## src/rtl/peecc_check_pipeline_pkg.sv

```systemverilog
// Shared widths and helpers for the PEECC self-check pipeline.
package peecc_pkg;

  localparam int PEECC_DATA_W = 32'sd18;
  localparam int PEECC_DEPTH  = 32'sd11;
  localparam int PEECC_CNT_W  = 32'sd16;

  // Ceiling log2, used for FIFO pointer widths.
  function automatic int clog2(input int value);
    int r;
    r = 32'sd0;
    while ((32'sd1 << r) < value) begin
      r = r + 32'sd1;
    end
    return r;
  endfunction

endpackage

```

## src/rtl/peecc_check_pipeline_if.sv

```systemverilog
// Data/decoder handshake and status bundle for peecc_check_pipeline.
interface peecc_check_pipeline_if
  import peecc_pkg::*;
#(
  parameter int DATA_W = PEECC_DATA_W,
  parameter int DEPTH  = PEECC_DEPTH,
  parameter int CNT_W  = PEECC_CNT_W
);

  logic                    ValidIn;
  logic [DATA_W-1:0]       DataIn;
  logic                    DecValid;
  logic [DATA_W-1:0]       DecData;
  logic [DEPTH*DATA_W-1:0] registers;
  logic                    IsEqual;
  logic                    CmpValid;
  logic [CNT_W-1:0]        WordCnt;
  logic [CNT_W-1:0]        ErrCnt;
  logic                    Overflow;
  logic                    Underflow;

  modport master (
    output ValidIn, DataIn, DecValid, DecData,
    input  registers, IsEqual, CmpValid, WordCnt, ErrCnt, Overflow, Underflow
  );

  modport slave (
    input  ValidIn, DataIn, DecValid, DecData,
    output registers, IsEqual, CmpValid, WordCnt, ErrCnt, Overflow, Underflow
  );

endinterface

```

## src/rtl/peecc_check_pipeline_ref_fifo.sv

```systemverilog
// Synchronous alignment FIFO; push into a full FIFO only succeeds alongside a pop.
module peecc_ref_fifo
  import peecc_pkg::*;
#(
  parameter int DATA_W     = PEECC_DATA_W,
  parameter int FIFO_DEPTH = 32'sd8
) (
  input  logic              CLK,
  input  logic              RST,
  input  logic              push,
  input  logic              pop,
  input  logic [DATA_W-1:0] din,
  output logic [DATA_W-1:0] dout,
  output logic              full,
  output logic              empty
);

  localparam int PTR_W = clog2(FIFO_DEPTH);

  logic [DATA_W-1:0] mem_r [FIFO_DEPTH];
  logic [PTR_W-1:0]  wr_ptr_r;
  logic [PTR_W-1:0]  rd_ptr_r;
  logic [PTR_W:0]    count_r;
  logic              do_push_s;
  logic              do_pop_s;

  assign full      = (count_r == (PTR_W+1)'(FIFO_DEPTH));
  assign empty     = (count_r == {(PTR_W+1){1'b0}});
  assign do_pop_s  = pop && !empty;
  assign do_push_s = push && (!full || do_pop_s);
  assign dout      = mem_r[rd_ptr_r];

  // Storage array; contents are don't-care until written.
  always_ff @(posedge CLK) begin
    if (do_push_s && !RST) begin
      mem_r[wr_ptr_r] <= din;
    end
  end

  // Pointers wrap naturally; occupancy count decides full/empty.
  always_ff @(posedge CLK) begin
    if (RST) begin
      wr_ptr_r <= {PTR_W{1'b0}};
      rd_ptr_r <= {PTR_W{1'b0}};
      count_r  <= {(PTR_W+1){1'b0}};
    end else begin
      if (do_push_s) begin
        wr_ptr_r <= wr_ptr_r + PTR_W'(1'b1);
      end
      if (do_pop_s) begin
        rd_ptr_r <= rd_ptr_r + PTR_W'(1'b1);
      end
      case ({do_push_s, do_pop_s})
        2'b10:   count_r <= count_r + (PTR_W+1)'(1'b1);
        2'b01:   count_r <= count_r - (PTR_W+1)'(1'b1);
        default: count_r <= count_r;
      endcase
    end
  end

endmodule

```

## src/rtl/peecc_check_pipeline.sv

```systemverilog
// Self-check stage beside the PEECC encoder/decoder: history bank, aligned compare, counters.
// Optional build macro PEECC_STICKY_ERR_EN latches IsEqual low after the first mismatch.
module peecc_check_pipeline
  import peecc_pkg::*;
#(
  parameter int DATA_W     = PEECC_DATA_W,
  parameter int DEPTH      = PEECC_DEPTH,
  parameter int FIFO_DEPTH = 32'sd8,
  parameter int CNT_W      = PEECC_CNT_W
) (
  input logic                   CLK,
  input logic                   RST,
  peecc_check_pipeline_if.slave bus
);

  logic [DEPTH*DATA_W-1:0] bank_r;
  logic                    is_equal_r;
  logic                    cmp_valid_r;
  logic                    overflow_r;
  logic                    underflow_r;
  logic [CNT_W-1:0]        word_cnt_r;
  logic [CNT_W-1:0]        err_cnt_r;

  logic                    fifo_full_s;
  logic                    fifo_empty_s;
  logic [DATA_W-1:0]       head_s;
  logic                    pop_ok_s;
  logic                    match_s;
  logic                    eq_next_s;
  logic                    drop_s;
  logic                    underrun_s;

  assign pop_ok_s   = bus.DecValid && !fifo_empty_s;
  assign match_s    = (bus.DecData == head_s);
  assign drop_s     = bus.ValidIn && fifo_full_s && !pop_ok_s;
  assign underrun_s = bus.DecValid && fifo_empty_s;

`ifdef PEECC_STICKY_ERR_EN
  logic seen_err_r;

  assign eq_next_s = match_s && !seen_err_r;

  // Remembers that any compare has failed since reset.
  always_ff @(posedge CLK) begin
    if (RST) begin
      seen_err_r <= 1'b0;
    end else if (pop_ok_s && !match_s) begin
      seen_err_r <= 1'b1;
    end
  end
`else
  assign eq_next_s = match_s;
`endif

  peecc_ref_fifo #(
    .DATA_W     (DATA_W),
    .FIFO_DEPTH (FIFO_DEPTH)
  ) u_ref_fifo (
    .CLK   (CLK),
    .RST   (RST),
    .push  (bus.ValidIn),
    .pop   (bus.DecValid),
    .din   (bus.DataIn),
    .dout  (head_s),
    .full  (fifo_full_s),
    .empty (fifo_empty_s)
  );

  // History bank: newest word in the low slot, oldest falls off the top.
  always_ff @(posedge CLK) begin
    if (RST) begin
      bank_r <= {(DEPTH*DATA_W){1'b0}};
    end else if (bus.ValidIn) begin
      bank_r <= {bank_r[(DEPTH-1)*DATA_W-1:0], bus.DataIn};
    end
  end

  // Registered compare result, saturating counters and sticky FIFO status.
  always_ff @(posedge CLK) begin
    if (RST) begin
      is_equal_r  <= 1'b0;
      cmp_valid_r <= 1'b0;
      overflow_r  <= 1'b0;
      underflow_r <= 1'b0;
      word_cnt_r  <= {CNT_W{1'b0}};
      err_cnt_r   <= {CNT_W{1'b0}};
    end else begin
      cmp_valid_r <= pop_ok_s;
      if (pop_ok_s) begin
        is_equal_r <= eq_next_s;
        if (word_cnt_r != {CNT_W{1'b1}}) begin
          word_cnt_r <= word_cnt_r + CNT_W'(1'b1);
        end
        if (!match_s && (err_cnt_r != {CNT_W{1'b1}})) begin
          err_cnt_r <= err_cnt_r + CNT_W'(1'b1);
        end
      end
      if (drop_s) begin
        overflow_r <= 1'b1;
      end
      if (underrun_s) begin
        underflow_r <= 1'b1;
      end
    end
  end

  assign bus.registers = bank_r;
  assign bus.IsEqual   = is_equal_r;
  assign bus.CmpValid  = cmp_valid_r;
  assign bus.WordCnt   = word_cnt_r;
  assign bus.ErrCnt    = err_cnt_r;
  assign bus.Overflow  = overflow_r;
  assign bus.Underflow = underflow_r;

endmodule

```

## src/flat_wrapper.sv

```systemverilog
// flat-port wrapper written by rule: the top's interface ports become plain ports
module peecc_check_pipeline_flat import peecc_pkg::*;
#(
  parameter int DATA_W     = PEECC_DATA_W,
  parameter int DEPTH      = PEECC_DEPTH,
  parameter int FIFO_DEPTH = 32'sd8,
  parameter int CNT_W      = PEECC_CNT_W
)
  (CLK, RST, bus_ValidIn, bus_DataIn, bus_DecValid, bus_DecData, bus_registers, bus_IsEqual, bus_CmpValid, bus_WordCnt, bus_ErrCnt, bus_Overflow, bus_Underflow);
  peecc_check_pipeline_if #(.DATA_W(DATA_W), .DEPTH(DEPTH), .CNT_W(CNT_W)) bus_i ();
  input logic CLK;
  input logic RST;
  input wire logic [$bits(bus_i.ValidIn)-1:0] bus_ValidIn;
  input wire logic [$bits(bus_i.DataIn)-1:0] bus_DataIn;
  input wire logic [$bits(bus_i.DecValid)-1:0] bus_DecValid;
  input wire logic [$bits(bus_i.DecData)-1:0] bus_DecData;
  output wire logic [$bits(bus_i.registers)-1:0] bus_registers;
  output wire logic [$bits(bus_i.IsEqual)-1:0] bus_IsEqual;
  output wire logic [$bits(bus_i.CmpValid)-1:0] bus_CmpValid;
  output wire logic [$bits(bus_i.WordCnt)-1:0] bus_WordCnt;
  output wire logic [$bits(bus_i.ErrCnt)-1:0] bus_ErrCnt;
  output wire logic [$bits(bus_i.Overflow)-1:0] bus_Overflow;
  output wire logic [$bits(bus_i.Underflow)-1:0] bus_Underflow;
  assign bus_i.ValidIn = bus_ValidIn;
  assign bus_i.DataIn = bus_DataIn;
  assign bus_i.DecValid = bus_DecValid;
  assign bus_i.DecData = bus_DecData;
  assign bus_registers = bus_i.registers;
  assign bus_IsEqual = bus_i.IsEqual;
  assign bus_CmpValid = bus_i.CmpValid;
  assign bus_WordCnt = bus_i.WordCnt;
  assign bus_ErrCnt = bus_i.ErrCnt;
  assign bus_Overflow = bus_i.Overflow;
  assign bus_Underflow = bus_i.Underflow;
  peecc_check_pipeline #(.DATA_W(DATA_W), .DEPTH(DEPTH), .FIFO_DEPTH(FIFO_DEPTH), .CNT_W(CNT_W)) u_core (.CLK(CLK), .RST(RST), .bus(bus_i));
endmodule
```

## config.mk

```make
export PLATFORM = sky130hd
export DESIGN_NAME = peecc_check_pipeline_flat
export DESIGN_NICKNAME = d
export VERILOG_FILES = /design/src/rtl/peecc_check_pipeline_pkg.sv /design/src/rtl/peecc_check_pipeline_if.sv /design/src/rtl/peecc_check_pipeline_ref_fifo.sv /design/src/rtl/peecc_check_pipeline.sv /design/src/flat_wrapper.sv
export SDC_FILE = /design/constraint.sdc
export NUM_CORES = 1
export LEC_CHECK = 0
export ABC_AREA = 1
export CAP_MARGIN = 40
export CORE_MARGIN = 4
export CORE_UTILIZATION = 45
export CTS_CLUSTER_DIAMETER = 100
export DETAILED_ROUTE_END_ITERATION = 16
export GPL_ROUTABILITY_DRIVEN = 0
export HOLD_SLACK_MARGIN = 0.05
export PLACE_DENSITY = 0.73
export SYNTH_ARGS = -nofsm -noshare
export SYNTH_HDL_FRONTEND = slang
export SYNTH_SLANG_ARGS = --single-unit
```

## constraint.sdc

```tcl
create_clock -name CLK -period 2.71 [get_ports CLK]
set_input_delay 0.271 -clock CLK [delete_from_list [all_inputs] [get_ports CLK]]
set_output_delay 0.271 -clock CLK [all_outputs]
set_load 0.05 [all_outputs]
```

Yosys cells after proc, flatten, opt, wreduce, memory -nomap -nowiden. Memory sizes are Yosys's and may differ from the RTL's. A register that Yosys moved wholly into a read port is not among the register bits. Index checks and enable logic that the tools add are counted.

Bits in registers: 244. Bits in latches: 0. RAM bits: 144. Memory bits (read-only): 0. Input bits: 40. Output and inout port bits: 234. Logic and storage cells: 45. Memories kept: 1.

Memories: u_core.u_ref_fifo.mem_r (depth 8, width 18, read ports 1, clocked after Yosys merged registers in 1, write ports 1, line peecc_check_pipeline_ref_fifo.sv:20) `logic [DATA_W-1:0] mem_r [FIFO_DEPTH];`.

Add/subtract/negate cells: 6. Multipliers: 0. Div/mod/pow operators: 0. Magnitude comparators: 0. Eq/ne operators: 6. Shift-type cells: 0. Multiplexer cells: 5. Bitwise operators: 0. Reduce and logical (&&, ||, !) cells: 17.

Operator list (number): 16-bit by 1-bit adder with 16-bit output, second input constant (2); 16-bit inequality test, second input constant (2); 18-bit equality test (1); 4-bit case mux with 2 select lines (1); 1-bit logical AND (7); 3-bit by 1-bit adder with 3-bit output, second input constant (2); 3-bit 2-to-1 mux (2); 1-bit logical NOT (5); 4-bit by 1-bit adder with 4-bit output, second input constant (1); 4-bit equality test, second input constant (1); 4-bit logical NOT (1); 2-bit AND reduction (2); 4-bit by 1-bit subtractor with 4-bit output, second input constant (1); 2-bit by 1-bit equality test with 1-bit output, second input constant (1); 2-bit equality test, second input constant (1); 1-bit 2-to-1 mux (2); 2-bit nonzero test (1); 1-bit logical OR (1).

Logic depth before layout (Yosys ltp).
Word-level depth: 8. Depth in mapped cells: 19. Gate-level depth less buffers: 17.

By module. A second synthesis with hierarchy kept.

Cells, all modules: 1704. Area total of the unflattened synthesis: 15377.2 um^2.

By module, submodules not included: peecc_check_pipeline (instances 1, cells an instance 1243, area an instance 9046.2 um^2, sequential area each 4684.5 um^2); peecc_ref_fifo (instances 1, cells an instance 461, area an instance 6331.1 um^2, sequential area each 4584.4 um^2).

Worst setup path after synthesis. OpenSTA, ideal clock, no wires.

Kind: register to register. Start: register u_core.u_ref_fifo.count_r[1]. End: memory u_core.u_ref_fifo.mem_r[0][0] (netlist name), enable pin. Setup time: 0.416 ns. Arrival time: 2.208 ns. Required time: 2.294 ns. Slack: 0.086 ns. Cell stages (with the launch flop): 9. Path buffers: 0. Period minus slack after synthesis: 2.624 ns. Cell sequence: dfxtp_1 > inv_2 > nand2_1 > nor2_1 > nand3_1 > nand2_1 > nor2_1 > inv_1 > nor3_1.

Word-level cells in the longest chain between the ends: 8. Elaborated cells on any way between the ends: 10. Those cells by class: eq/ne (1); mux (2); reduce/logical (7).

RTL lines: start, declared (line peecc_check_pipeline_ref_fifo.sv:23) `logic [PTR_W:0] count_r;`; start signal, assigned (line peecc_check_pipeline_ref_fifo.sv:45) `count_r <= {(PTR_W+1){1'b0}};`; start signal, assigned (line peecc_check_pipeline_ref_fifo.sv:54) `2'b10: count_r <= count_r + (PTR_W+1)'(1'b1);`; start signal, assigned (line peecc_check_pipeline_ref_fifo.sv:55) `2'b01: count_r <= count_r - (PTR_W+1)'(1'b1);`; 4-bit logical NOT (line peecc_check_pipeline_ref_fifo.sv:28) `assign empty = (count_r == {(PTR_W+1){1'b0}});`; 1-bit logical NOT (line peecc_check_pipeline_ref_fifo.sv:29) `assign do_pop_s = pop && !empty;`; 1-bit logical AND (line peecc_check_pipeline_ref_fifo.sv:29); 1-bit logical OR (*) (line peecc_check_pipeline_ref_fifo.sv:30) `assign do_push_s = push && (!full || do_pop_s);`; 1-bit logical AND (*) (line peecc_check_pipeline_ref_fifo.sv:30); 1-bit logical AND (*) (line peecc_check_pipeline_ref_fifo.sv:35) `if (do_push_s && !RST) begin`; 1-bit 2-to-1 mux (*) (line peecc_check_pipeline_ref_fifo.sv:35); 1-bit 2-to-1 mux (implied by the code) (*) (line peecc_check_pipeline_ref_fifo.sv:36) `mem_r[wr_ptr_r] <= din;`; end, declared (line peecc_check_pipeline_ref_fifo.sv:20).

Mark *: on every way between the ends. The rest lies on a longest branch, timed or not.

==> results.json <==
{
  "critPathKind": "reg2reg",
  "core_area_mm2": 0.03370,
  "syn-num-nets": 1859,
  "hold_viol_final": 0,
  "clockRootBuffer": "clkbuf_16",
  "hold-path-cell-count": 3,
  "worstSetupEndpointType": "flop",
  "ios": 274,
  "routed-via-count": 12981,
  "grt_antenna_before_repair": 0,
  "ant_nets": 0,
  "grt_max_degree": 194,
  "yosysTopAreaCellShare_pct": 32.05,
  "syn_inst": 1813,
  "power.switching_mw": 4.986,
  "status": "finished, final reports clean",
  "cp-start-kind": "flop",
  "power.density_mw_per_mm2": 806.4,
  "p_int_mw": 11.21,
  "async_flop_share_pct": 0,
  "rr_endpoint": "u_core.bus.ErrCnt[2]",
  "timing.setup.tns_ns": 0,
  "cts_resized": 0,
  "cts_tree": "yes",
  "drtIter0Drc": 984,
  "pwr-share-comb_pct": 21.7,
  "fin_crit_sh_pct": 90.85,
  "setup_viol": 0,
  "drive_gt1_share_pct": 5.638,
  "hold_path_end": "u_core.bus.registers[195]",
  "p_clk_share_pct": 37.2,
  "synth_top_area_cell": "dfxtp_1",
  "switching_share_pct": 30.79,
  "peakVddDrop_mv": 0.6199,
  "yosysWarnings": 0,
  "clock_sinks": 391,
  "via_per_inst": 5.107,
  "numCtsBuffers": 42,
  "grt_pass1_vias": 12707,
  "holdWs_ns": 0.1729,
  "synth_area_per_cell_um2": 8.509,
  "first_pass_iters": 5,
  "clk_latency_ns": 0.53,
  "dpl.cell_count": 2465,
  "p_leak_nw": 8.048,
  "synth_ff_type": "dfxtp_1",
  "pre_cts_ws_ns": 0.2610,
  "drt-total-wl_um": 43570,
  "cts_setup_buffers": 0,
  "die_h_um": 193.2,
  "die_width_um": 193.2,
  "dpl-instance-area_mm2": 0.01862,
  "cts_max_level": 2,
  "timing.final.max_slew_violations": 0,
  "grt-ovfl-total": 0,
  "arrival_ns": 2.88,
  "hold_buffers": 0,
  "area_growth_pct": 30.19,
  "layout_min_cycle_time_ns": 2.462,
  "worstMarginPinSlew_ns": 0.7605,
  "finalClockSkew_ns": 0.01987,
  "synthDistinctLibCells": 34,
  "path_clk_slew_ns": 0.06,
  "synth_area_mm2": 0.01543,
  "ys_seq_area_share_pct": 60.09,
  "rsz0062_at_grt": "false",
  "instances_no_fill": 2542,
  "p_seq_share_pct": 41.2,
  "synth_common_cells": "nor2_1 (487), nand2_1 (255), dfxtp_1 (247)",
  "rrSetupSlack_ns": 0.25,
  "layout_setup_ws_ns": 0.2479,
  "worstPathMaxFanout": 29,
  "grt_pass1_wl_um": 68550,
  "synth-seq-cells": 391,
  "utilization_pct": 59.59,
  "grt_use_total_pct": 22.86,
  "worst_hold_startpoint": "bus_ValidIn",
  "synth.most_common_cell": "nor2_1",
  "required_ns": 3.12,
  "cts.path.max_buffers": 3,
  "p_total_mw": 16.19,
  "r2r_cells": 17,
  "port-buffer-count": 273,
  "finalNetCount": 2107,
  "max-cap-violations": 0,
  "relSlewSlack_pct": 49.30,
  "die_area_mm2": 0.03731,
  "rows": 67,
  "fin_area_mm2": 0.02008,
  "drc": 0,
  "synthTopCellsByArea": "dfxtp_1 (32%), edfxtp_1 (28%), nor2_1 (12%), o21ai_0 (7.4%), nand2_1 (6.2%)",
  "min_path_type": "in2reg",
  "synth_edf_count": 144,
  "hpwl_um": 28540,
  "wire_per_inst_um": 17.14,
  "start_util_pct": 45.77,
  "timing.fmax_mhz": 406.2
}
[layout by cell type, fill, tap and decap left out, types with 5 or more instances in the layout]
cell type,synthesis,layout
nor3_1,17,13
nand2_1,255,255
edfxtp_1,144,144
clkbuf_1,65,5
nor2_1,487,487
buf_4,3,25
ha_1,6,6
dfxtp_1,247,246
clkinv_2,0,8
inv_1,128,127
o21ai_1,7,7
nand4_1,17,17
bufinv_16,0,7
buf_12,0,8
clkbuf_8,0,5
clkinv_1,4,6
nand3_1,108,108
a21oi_1,23,23
clkbuf_16,0,42
o21ai_0,229,229
nand3b_1,9,9
clkdlybuf4s50_1,0,272
[power groups by stage]
stage	Combinational (mW)	Clock (mW)	Sequential, mW
finish	3.51	6.02	6.66
global route	3.85	6.40	6.70
CTS	3.52	6.12	6.66
detailed placement	3.49	0	6.78
global placement	3.42	0	6.77
floorplan	1.71	0	7.50
[metal layers]
metal / part of all wire [%] / vias to the layer above / global-route usage, %
li1: - / 6379 / -
met4: 2.4 / 0 / 5.801
met1: 42 / 6084 / 29.31
met2: 47 / 441 / 37.69
met3: 9.1 / 77 / 7.526
met5: 0 / - / 0
[worst max-delay path: stages, from the launching register on]
cell     delay, ns
dfxtp_2       0.34
inv_2         0.22
buf_12        0.22
nand2_1       0.08
nand2_1       0.06
nand2_1       0.05
nand3_1       0.10
nand2_1       0.06
nand2_1       0.05
nand2_1       0.06
nor2_1        0.11
nand2_1       0.06
nor2_1        0.18
nand3_4       0.29
nand3_1       0.24
nand2_1       0.08
inv_1         0.07
nor2_1        0.04
[worst max path at each step]
stage | startpoint | to | slack, ns | depth (start not counted)
floorplan | u_core.u_ref_fifo.count_r[1] | u_core.u_ref_fifo.mem_r[0][0] | 0.09 | 8
global placement | flop | u_core.bus.ErrCnt[1] | 0.37 | 17
detailed placement | bus_DecValid | u_core.u_ref_fifo.count_r[2] | 0.26 | 11
CTS | flop | u_core.bus.ErrCnt[2] | 0.25 | 17
global route | flop | u_core.bus.ErrCnt[2] | 0.01 | 16
finish | flop | u_core.bus.ErrCnt[2] | 0.25 | 17
[cell type report]
type                       instances  area [µm²]
inverter                         136       518.0
fill                            2886       13620
tap                              448       560.5
antenna                            1       2.502
clock inverter                    24       319.1
multi-input combinational       1185        5204
sequential                       391        9270
timing repair buffer             305        3070
clock buffer                      52        1139
[kinds of logic (layout without fill, tap and decap cells)]
logic type               count (synthesis)  in the layout  synth area share [%]
AND/OR/NAND/NOR                        901            901                 23.64
adder cells (fa/ha/maj)                  6              6                0.4866
AO/OA/AOI/OAI                          273            273                 9.190
XOR/XNOR                                 5              5                0.2839
other                                    0              1                     0
buffers and inverters                  237            517                 6.310
flip-flops                             391            391                 60.09
[registers in the layout, indices dropped and copies added, names as in the netlist, named ones only]
register,cells
u_core.bus.ErrCnt,16
u_core.u_ref_fifo.count_r,4
u_core.bus.Overflow,1
u_core.bus.CmpValid,1
u_core.u_ref_fifo.wr_ptr_r,3
u_core.bus.IsEqual,1
u_core.bus.WordCnt,16
u_core.bus.registers,198
u_core.u_ref_fifo.mem_r,144
u_core.bus.Underflow,1
u_core.u_ref_fifo.rd_ptr_r,3
No activity file was read; power rests on OpenSTA's default activity.
